==> config.mk <==
export PLATFORM = sky130hd
export DESIGN_NAME = interleaver_commutator
export DESIGN_NICKNAME = d
export VERILOG_FILES = /design/src/rtl/interleaver_commutator.sv
export SDC_FILE = /design/constraint.sdc
export NUM_CORES = 1
export LEC_CHECK = 0
export CAP_MARGIN = 30
export CORE_ASPECT_RATIO = 0.5
export CORE_MARGIN = 2
export CORE_UTILIZATION = 45
export CTS_CLUSTER_SIZE = 28
export DETAILED_ROUTE_END_ITERATION = 7
export GPL_TIMING_DRIVEN = 0
export PLACE_DENSITY_LB_ADDON = 0.12
export SLEW_MARGIN = 20
export SYNTH_ARGS = -nofsm -noshare
export SYNTH_HDL_FRONTEND = slang
export SYNTH_SLANG_ARGS = --single-unit
==> constraint.sdc <==
create_clock -name clk -period 9.69 [get_ports clk]
set_input_delay 2.4225 -clock clk [delete_from_list [all_inputs] [get_ports clk]]
set_output_delay 2.4225 -clock clk [all_outputs]
set_load 0.02 [all_outputs]
==> src/rtl/interleaver_commutator.sv <==
// rtl/interleaver_commutator.sv - registered round-robin 1-to-N commutator with branch-0 sync realignment
// Optional sync misalignment flag: INTERLEAVER_COMMUTATOR_SYNC_CHECK_EN
module interleaver_commutator #(
  parameter int W            = 8,
  parameter int N            = 12,
  parameter int SELW         = 4,
  parameter int HOLD_OUTPUTS = 0
) (
  input  logic              clk,
  input  logic              rst,
  input  logic [W-1:0]      in_data,
  input  logic              in_valid,
  input  logic              in_sync,
  output logic              in_ready,
  output logic [N*W-1:0]    data_out,
  output logic [N-1:0]      out_valid,
  output logic [SELW-1:0]   out_branch,
  input  logic              out_ready,
  output logic              sync_err
);

  logic [N*W-1:0]  data_q, data_d;
  logic [N-1:0]    valid_q, valid_d;
  logic [SELW-1:0] branch_q, branch_d;
  logic [SELW-1:0] cnt_q, cnt_d;
  logic [SELW-1:0] tgt;
  logic            accept;

  assign in_ready = (valid_q == '0) | out_ready;
  assign accept   = in_valid & in_ready;
  assign tgt      = in_sync ? '0 : cnt_q;

  always_comb begin
    data_d   = data_q;
    valid_d  = valid_q;
    branch_d = branch_q;
    cnt_d    = cnt_q;
    if (accept) begin
      // A new beat replaces a consumed one in the same edge, so no bubble.
      for (int k = 0; k < N; k++) begin
        if (tgt == SELW'(k)) begin
          data_d[k*W +: W] = in_data;
          valid_d[k]       = 1'b1;
        end else begin
          valid_d[k] = 1'b0;
          if (HOLD_OUTPUTS == 0) data_d[k*W +: W] = '0;
        end
      end
      branch_d = tgt;
      cnt_d    = (tgt == SELW'(N - 1)) ? '0 : tgt + SELW'(1);
    end else if (out_ready) begin
      valid_d = '0;
      if (HOLD_OUTPUTS == 0) data_d = '0;
    end
  end

  always_ff @(posedge clk or posedge rst) begin
    if (rst) begin
      data_q   <= '0;
      valid_q  <= '0;
      branch_q <= '0;
      cnt_q    <= '0;
    end else begin
      data_q   <= data_d;
      valid_q  <= valid_d;
      branch_q <= branch_d;
      cnt_q    <= cnt_d;
    end
  end

  assign data_out   = data_q;
  assign out_valid  = valid_q;
  assign out_branch = branch_q;

`ifdef INTERLEAVER_COMMUTATOR_SYNC_CHECK_EN
  logic sync_err_q, sync_err_d;

  // The flag travels with its beat: it holds through a stall and clears on consume.
  always_comb begin
    sync_err_d = sync_err_q;
    if (accept) begin
      sync_err_d = in_sync & (cnt_q != '0);
    end else if (out_ready) begin
      sync_err_d = 1'b0;
    end
  end

  always_ff @(posedge clk or posedge rst) begin
    if (rst) begin
      sync_err_q <= 1'b0;
    end else begin
      sync_err_q <= sync_err_d;
    end
  end

  assign sync_err = sync_err_q;
`else
  assign sync_err = 1'b0;
`endif

endmodule

==> impl_metrics.env <==
export IMPL_setup_tns_ns=0
export IMPL_synth_nets=328
export IMPL_wirelength_um=13600
export IMPL_cpMostUsedCell="clkdlybuf4s50_1"
export IMPL_cts_root_buf="clkbuf_16"
export IMPL_rsz0062_at_grt="no"
export IMPL_yosysSeqAreaShare=0.638
export IMPL_viasPerCell=6.05
export IMPL_critPathMaxFanout=4
export IMPL_die_w_um=146
export IMPL_drc=0
export IMPL_reg2reg_depth=5
export IMPL_cts_tree="built"
export IMPL_synth_top_family_by_area="compound AO/OA/AOI/OAI gates"
export IMPL_cts_sinks=116
export IMPL_grt_ovfl_total=0
export IMPL_antenna_cells=0
export IMPL_worstPathArrival_ns=3.86
export IMPL_synth_compound_area_share=0.258
export IMPL_vias=3650
export IMPL_powerDensity_nw_per_um2=252
export IMPL_r2r_slack_ns=7.23
export IMPL_cap_violations=0
export IMPL_dp_cells=572
export IMPL_final_util=0.686
export IMPL_drive_above_1_share=0.113
export IMPL_core_area_um2=9630
export IMPL_clock_latency_ns=0.41
export IMPL_cp_slowest_cell="clkdlybuf4s50_1"
export IMPL_nets=473
export IMPL_syn_to_final_growth_pct=45.3
export IMPL_post_cts_buffers=0
export IMPL_netlist_instances=311
export IMPL_antenna_found_initial=0
export IMPL_slew_violations=0
export IMPL_netlist_area_um2=4550
export IMPL_fp_row_count=25
export IMPL_ir_worst_vdd_uv=155
export IMPL_cp_end_kind="output pin"
export IMPL_hold_viol=0
export IMPL_postRouteAntennaNets=0
export IMPL_grtUsageTotal=0.258
export IMPL_wl_per_cell_um=22.6
export IMPL_routabilityCongestion=0.766
export IMPL_initial_core_util=0.472
export IMPL_r2r_end="data_out[7]"
export IMPL_drt_pass1_iterations=8
export IMPL_synthMuxAreaShare=0.00247
export IMPL_hp_start="out_branch[2]"
export IMPL_syn_avg_cell_area_um2=14.6
export IMPL_crit_chain="clkdlybuf4s50_1 -> a31oi_1 -> inv_1 -> clkdlybuf4s50_1"
export IMPL_status="complete, no violations"
export IMPL_cp_required_ns=7.27
export IMPL_die_height_um=75.1
export IMPL_rr_startpoint="out_valid[0]"
export IMPL_slew_headroom=0.442
export IMPL_h_tree_depth=4
export IMPL_multiInputGateArea_um2=1410
export IMPL_ys_warn_count=0
export IMPL_finalCritPeriodShare=0.648
export IMPL_yosysTopAreaCellShare=0.638
export IMPL_hold_depth=2
export IMPL_hp_class="register to register"
export IMPL_dp_hpwl_um=9010
export IMPL_die_area_um2=11000
export IMPL_first_iter_violations=174
export IMPL_period_minus_slack_ns=6.28
export IMPL_seq_area_um2=2900
export IMPL_post_cts_resized=0
export IMPL_slowest_delay_ns=0.54
export IMPL_num_fill_cells=696
export IMPL_instances_no_fill=603
export IMPL_hold_end="out_branch[2]"
export IMPL_cts_buffers=17
export IMPL_p_leak_nw=2.84
export IMPL_ys_ff_latch=116
export IMPL_synth_adder_area_share=0.0110
export IMPL_io_pins=127
export IMPL_setup_violations_final=0
export IMPL_yosysUniqueCellTypes=30
export IMPL_synth_area_leaders="dfrtp_1, a32o_1, a22o_1, clkbuf_1, buf_6"
export IMPL_place_area_um2=6000
export IMPL_worst_pin_slew_ns=0.836
export IMPL_port_buffers=125
export IMPL_grt_max_degree=60
export IMPL_yosys_area_top_type="dfrtp_1"
export IMPL_cp_start_kind="input pin"
export IMPL_finClkSkew_ns=0.00769
export IMPL_grt_pass1_wl_um=20700
export IMPL_clk_pin_slew_ns=0.05
export IMPL_crit_type="input pin to output pin"
export IMPL_yosys_area_share_simple=0.0385
export IMPL_grt_pass1_vias=3687
export IMPL_synth_xor_area_share=0
export IMPL_total_power_mw=1.67
export IMPL_max_freq_ghz=0.159
export IMPL_fin_area_um2=6610
export IMPL_cts_buffer_depth=2
export IMPL_ctsHoldBuffers=0
cells in the mapped netlist:
cell type / count
a311oi_1: 1
a22o_1: 12
a31oi_1: 1
nand2_1: 4
nor4_4: 3
nor2b_1: 1
a41oi_4: 1
a221o_1: 1
mux2_2: 1
nor3_4: 2
buf_1: 3
a41oi_1: 1
a32o_1: 96
nand2b_1: 4
and2_1: 2
inv_1: 6
clkbuf_1: 27
nor2_2: 1
conb_1: 1
o21ai_0: 5
dfrtp_1: 116
ha_1: 4
a21o_1: 1
buf_2: 5
a21oi_1: 1
buf_4: 1
nor2_1: 2
buf_6: 6
nor4_1: 1
a211o_1: 1
flip-flops by register name, summed over array words and instances, names as in the netlist:
| name | flops |
|---|---|
| data_out | 96 |
| out_valid | 12 |
| cnt_q | 4 |
| out_branch | 4 |
worst max-delay path, delay by kind of cell:
family,cells,cell delay [ns]
compound gates,1,0.35
buf+inv,3,1.08
cells in the final DEF (no fill, tap or decap), drive strengths merged:
| master | count |
|---|---|
| clkdlybuf4s50 | 125 |
| dfrtp | 116 |
| a32o | 96 |
| clkbuf | 48 |
| buf | 16 |
| a22o | 12 |
| clkinv | 7 |
| inv | 6 |
| o21ai | 5 |
| nand2b | 4 |
| nand2 | 4 |
| ha | 4 |
| nor4 | 4 |
| bufinv | 3 |
| nor2 | 3 |
| and2 | 2 |
| nor3 | 2 |
| a41oi | 2 |
| a31oi | 1 |
| nor2b | 1 |
| a311oi | 1 |
| a211o | 1 |
| a21oi | 1 |
| mux2 | 1 |
| a221o | 1 |
| a21o | 1 |
| conb | 1 |
how the worst max path moves through the flow:
stage	from	end	depth (start not counted)	slack, ns
6_report	out_ready	in_ready	4	3.41
3_3_place_gp	rst	data_out[41]	2	2.92
4_1_cts	out_ready	in_ready	4	3.42
3_5_place_dp	out_ready	in_ready	4	3.47
5_1_grt	out_ready	in_ready	4	3.34
2_1_floorplan	rst	cnt_q[0]	1	4.20
kinds of logic (layout without fill, tap and decap cells):
| logic type | Yosys count | after routing |
|---|---|---|
| DFF | 116 | 116 |
| buffers and inverters | 48 | 205 |
| and+or+nand+nor | 20 | 20 |
| adders and majority gates | 4 | 4 |
| muxes | 1 | 1 |
| AOI/OAI and AO/OA | 121 | 121 |
| other | 1 | 1 |
where the power goes:
group	total (mW)	switching, mW	internal, mW
sequential	0.585	0.0462	0.539
clock	0.638	0.211	0.427
combinational	0.446	0.274	0.173
total	1.67	0.531	1.14
routing by layer:
| layer | part of all wire | global-route usage | up-vias |
|---|---|---|---|
| met3 | 0.085 | 0.0952 | 21 |
| met1 | 0.42 | 0.318 | 1916 |
| li1 | - | - | 1551 |
| met4 | 0.015 | 0.0971 | 0 |
| met5 | 0 | 0 | - |
| met2 | 0.48 | 0.429 | 162 |
final cells by class:
cell class                      instances  share of cell area
Sequential cell                       116               0.439
Tap cell                              135              0.0255
Timing Repair Buffer                  126               0.193
Clock buffer                           21              0.0726
Multi-Input combinational cell        147               0.214
Inverter                                6             0.00416
Clock inverter                         10              0.0195
Buffer                                 42              0.0322
stage by stage:
| stage | hold WS (ns) | setup slack (ns) |
|---|---|---|
| 3_3_place_gp | 0.463 | 2.92 |
| 2_1_floorplan | 0.525 | 4.20 |
| 6_report | 0.475 | 3.41 |
| 3_5_place_dp | 0.467 | 3.47 |
| 5_1_grt | 0.496 | 3.34 |
| 4_1_cts | 0.480 | 3.42 |
No activity file was read; power rests on OpenSTA's default activity.
==> edit 1 (same settings) <==
Build with the macro `INTERLEAVER_COMMUTATOR_SYNC_CHECK_EN` defined.
--- a/src/rtl/interleaver_commutator.sv
+++ b/src/rtl/interleaver_commutator.sv
@@ -1,4 +1,6 @@
 // rtl/interleaver_commutator.sv - registered round-robin 1-to-N commutator with branch-0 sync realignment
 // Optional sync misalignment flag: INTERLEAVER_COMMUTATOR_SYNC_CHECK_EN
+`define INTERLEAVER_COMMUTATOR_SYNC_CHECK_EN
+
 module interleaver_commutator #(
   parameter int W            = 8,
Function: changed (Yosys sat finds a counterexample within 4 cycles, from zero or initial values and one cycle with rst high).
==> edit 1 against the unedited design <==
- synthesized area rose by 0.82%
- setup slack improved by 0.036 ns
- power fell by 4.3%
- highest routed layer unchanged
- hold slack improved by 0.0034 ns
- sequential power rose by 0.9%
- sequential cell count rose by 1
- cell area fell by 0.79%
- clock skew rose by 0.0011 ns
- routed wire length rose by 0.11%
- critical path type unchanged
==> edit 1: results (changes against the unedited design) <==
- Status: completed
- Synth Warn #: 0 (unchanged)
- Max FFs per register: 96 (unchanged)
- VDD IR max: 0.000161 V (+3.8%)
- PortBufs: 126 (+0.80%)
- Router iterations before antenna repair: 5 (-3)
- Total global routing overflow: 0 (unchanged)
- Commonest cells post-synth: 117 x dfrtp_1, 96 x a32o_1, 27 x clkbuf_1
- Clk Latency, worst-skew pair: 0.41 ns (about the same)
- Worst Hold Class: flop to flop
- GR met1 Demand/Resource: 0.324 (+0.00564)
- Sequential share of the synthesized area: 0.638 (about the same)
- Hold Path Stages: 1 (-1)
- Reg2reg start: out_valid[0]$_DFFE_PP0P_
- Largest net degree at the start of global routing: 66 (+10%)
- Area contributors post-synth: dfrtp_1 64%, a32o_1 21%, a22o_1 2.3%
- DR top layer: met4
- Net Count, Synth: 331 (+0.91%)
- Post-placement cell area: 0.00605 mm² (+0.79%)
- First-pass GRT wire length: 20500 µm (-1.1%)
- Setup slack, reg-to-reg: 7.36 ns (+0.13 ns)
- Reg2reg end: data_out[8]$_DFFE_PP0P_
- RD Place Congestion: 0.794 (+3.7%)
- Vias in the first global route: 3757 (+1.9%)
- Post-CTS Setup Inserts: 0 (unchanged)
- Hold WS: 0.478 ns (+0.00337 ns)
- GRT Resource Usage Total: 0.251 (-0.00653)
- Tightest Pin Transition: 0.771 ns (-0.0653 ns)
- Layout cell share with drive strength beyond 1: 0.0979 (-0.0154)
- Detailed Place HPWL: 9150 µm (+1.5%)
- Routed Wire Length: 13600 µm (+0.11%)
- Leakage: 0.00279 µW (-1.6%)
- Via Count: 3673 (+0.63%)
- Metal-1 WL: 6050 µm (+5.7%)
- Met3 Resource Use GR: 0.0635 (-0.0317)
- Post-CTS sizing: 0 (unchanged)
- Met2 wire len: 6520 µm (-0.23%)
- Met2 Use GR: 0.424 (-0.00462)
- Nets: 477 (+0.85%)
- Setup Skew: 0.00881 ns (+0.00111 ns)
- # H-tree levels: 4 (unchanged)
- Hold worst-path end: out_branch[0]$_DFFE_PP0P_
- Routed met3 length: 928 µm (-20%)
- Hold Crit Start: out_branch[0]$_DFFE_PP0P_
- Period Utilization, post-route: 0.644 (-0.00368)
- DR iter-0 viols: 273 (+57%)
## edit 1: how the worst max path moves through the flow
stage | start | endpoint | slack, ns | cells past startpoint
4_1_cts | out_ready | in_ready | 3.45 | 4
3_5_place_dp | out_ready | in_ready | 3.46 | 4
3_3_place_gp | rst | data_out[82]$_DFFE_PP0P_ | 2.84 | 2
2_1_floorplan | rst | cnt_q[0]$_DFFE_PP0P_ | 4.17 | 1
6_report | out_ready | in_ready | 3.44 | 4
5_1_grt | out_ready | in_ready | 3.36 | 4
## edit 1: power breakdown
group	switching [µW]	internal [µW]	total, µW
logic	282	178	460
registers	45.8	544	590
clock network	208	340	548
total	536	1060	1600
## edit 1: kinds of logic after synthesis
kind of cell / Yosys count / synth area share
AO/OA/AOI/OAI: 123 / 0.260
multiplexers: 1 / 0.00245
AND/OR/NAND/NOR: 21 / 0.0390
buffers and inverters: 48 / 0.0502
adder cells (fa/ha/maj): 4 / 0.0109
flip-flops: 117 / 0.638
## edit 1: final cells by class
| type | instances | area, µm² |
|---|---|---|
| multi-input combinational | 149 | 1430 |
| buffer | 42 | 208 |
| timing repair buffer | 127 | 1290 |
| clock buffer | 24 | 482 |
| clock inverter | 5 | 27.5 |
| fill | 671 | 3100 |
| sequential | 117 | 2930 |
| inverter | 6 | 27.5 |
| tap | 135 | 169 |
## edit 1: per-stage QoR
stage	util	cells	setup WS, ns
3_3_place_gp	0.623	575	2.84
3_5_place_dp	0.626	576	3.46
2_1_floorplan	-	314	4.17
4_1_cts	0.679	605	3.45
6_report	0.679	605	3.44
5_1_grt	0.679	605	3.36
## edit 1: critical path, delay by kind of cell
family,cells,cell delay [ns]
compound gates,1,0.31
buf+inv,3,1.08
==> edit 2 (same settings) <==
Made on the original files. Take the reset off `data_q` and load it in a clocked block of its own.
--- a/src/rtl/interleaver_commutator.sv
+++ b/src/rtl/interleaver_commutator.sv
@@ -57,14 +57,16 @@
   always_ff @(posedge clk or posedge rst) begin
     if (rst) begin
-      data_q   <= '0;
       valid_q  <= '0;
       branch_q <= '0;
       cnt_q    <= '0;
     end else begin
-      data_q   <= data_d;
       valid_q  <= valid_d;
       branch_q <= branch_d;
       cnt_q    <= cnt_d;
     end
+  end
+
+  always_ff @(posedge clk) begin
+    data_q <= data_d;
   end
 
Formal check against the unedited RTL: not equivalent (a bounded check fails within 4 cycles, from zero or initial values and one cycle with rst high).
==> edit 2 against the unedited design <==
- count of clock-buffer cells in the layout fell by 3
- synthesized area fell by 1.5%
- critical endpoint unchanged
- power rose by 14%
- sequential cell count did not move
- routed wire length fell by 25%
- cell area fell by 2.7%
- setup slack improved by 0.36 ns
- utilization fell by 1.4 points
- combinational power rose by 37%
- via count fell by 18%
- sequential power rose by 27%
- critical path depth fell by 1
==> edit 2: results (changes against the unedited design) <==
- Asr flop ratio synth: 0.172 (-0.828)
- Area contributors post-synth: edfxtp_1 64%, dfrtp_1 11%, nor2_1 6.8%
- Post-placement cell area: 0.00591 mm² (-1.6%)
- Post-CTS Setup Inserts: 0 (unchanged)
- Crit path from: out_ready
- Metal-1 WL: 4220 µm (-26%)
- GRT Resource Usage Total: 0.195 (-0.0622)
- Net Count, Synth: 345 (+5.2%)
- Nets: 488 (+3.2%)
- Reg2reg end: data_out[85]$_SDFFCE_PN0P_
- VDD IR max: 0.000157 V (+1.4%)
- Sequential share of the synthesized area: 0.755 (+0.117)
- Met2 wire len: 5270 µm (-19%)
- Vias in the first global route: 3010 (-18%)
- Setup slack, reg-to-reg: 7.29 ns (+0.06 ns)
- Clk Latency, worst-skew pair: 0.40 ns
- Max FFs per register: 96 (unchanged)
- Max Buffers Root-to-Sink: 2 (unchanged)
- Detailed Place HPWL: 7110 µm (-21%)
- Slew headroom: 0.485 (+0.0423)
- Hold worst-path end: out_branch[3]$_DFFE_PP0P_
- Critical path fanouts, max: 9 (+5)
- Clock Pin Slew Worst Setup and Hold Paths: 0.05 ns (about the same)
- Routed Wire Length: 10200 µm (-25%)
- Reg2reg start: out_valid[8]$_DFFE_PP0P_
- Most used flip-flop cell after synthesis: edfxtp_1
- Largest net degree at the start of global routing: 52 (-13%)
- Arr. time, crit path: 3.50 ns (-0.36 ns)
- R2R cell count: 5 (unchanged)
- DR iter-0 viols: 160 (-8.0%)
- RD Place Congestion: 0.808 (+5.5%)
- First-pass GRT wire length: 15500 µm (-25%)
- Router iterations before antenna repair: 5 (-3)
- Sw Share: 0.324 (+0.00582)
- Post-synth EDFFs: 96 (+96)
- Total CTS buffers: 17 (unchanged)
- Post-CTS sizing: 0 (unchanged)
- Layout cell share with drive strength beyond 1: 0.153 (+0.0400)
- Routed vias/inst: 4.85 (-20%)
- Leakage: 0.00238 µW (-16%)
- Status: completed
- Routed met3 length: 638 µm (-45%)
- Commonest cells post-synth: 96 x edfxtp_1, 81 x nor2_1, 29 x nand2_1
- Hold Crit Start: out_branch[3]$_DFFE_PP0P_
- Setup Skew: 0.00657 ns (-0.00112 ns)
- PortBufs: 123 (-1.6%)
- # H-tree levels: 4 (unchanged)
- Synth cell types: 28 (-6.7%)
edit 2: worst max-delay path by stage:
stage                          end  depth (start not counted)
after detailed placement  in_ready                          3
final                     in_ready                          3
after global placement    in_ready                          3
after CTS                 in_ready                          3
after floorplan           in_ready                          2
after global routing      in_ready                          3
edit 2: cell type report:
class | count | area, µm²
Sequential cell | 116 | 3380
Fill cell | 724 | 3140
Timing Repair Buffer | 124 | 1250
Multi-Input combinational cell | 178 | 942
Clock buffer | 18 | 429
Tap cell | 135 | 169
Buffer | 16 | 97.6
Clock inverter | 13 | 93.8
Inverter | 18 | 67.6
edit 2: critical path: stages:
cell and delay [ns]:
buf_2 0.19, or2_2 0.34, clkdlybuf4s50_1 0.55
edit 2: power by group through the flow:
stage | clock network, µW | logic [µW] | registers (µW)
6_report | 549 | 613 | 745
3_5_place_dp | 0 | 617 | 754
5_1_grt | 579 | 650 | 757
3_3_place_gp | 0 | 595 | 762
4_1_cts | 558 | 619 | 747
2_1_floorplan | 0 | 173 | 903
edit 2: layer usage:
layer  vias to the layer above  GRT usage
met5                         -          0
met4                         0     0.0850
met3                         9     0.0632
met2                       110      0.352
met1                      1463      0.223
li1                       1416          -
edit 2: cell families after synthesis:
logic type                 Yosys count  synth area share
adders and majority gates            4            0.0112
and+or+nand+nor                    145             0.145
DFF                                116             0.755
muxes                                2           0.00502
other                                1          0.000836
AOI/OAI and AO/OA                   26            0.0466
buffers and inverters               34            0.0368
edit 2: per-stage QoR:
| stage | utilization | cells | hold WS, ns | setup slack [ns] | total power, µW |
|---|---|---|---|---|---|
| floorplan | - | 328 | 0.504 | 4.30 | 1080 |
| global placement | 0.615 | 586 | 0.468 | 3.78 | 1360 |
| detailed placement | 0.618 | 587 | 0.470 | 3.77 | 1370 |
| CTS | 0.672 | 618 | 0.511 | 3.76 | 1920 |
| global route | 0.672 | 618 | 0.529 | 3.73 | 1990 |
| finish | 0.672 | 618 | 0.502 | 3.77 | 1910 |
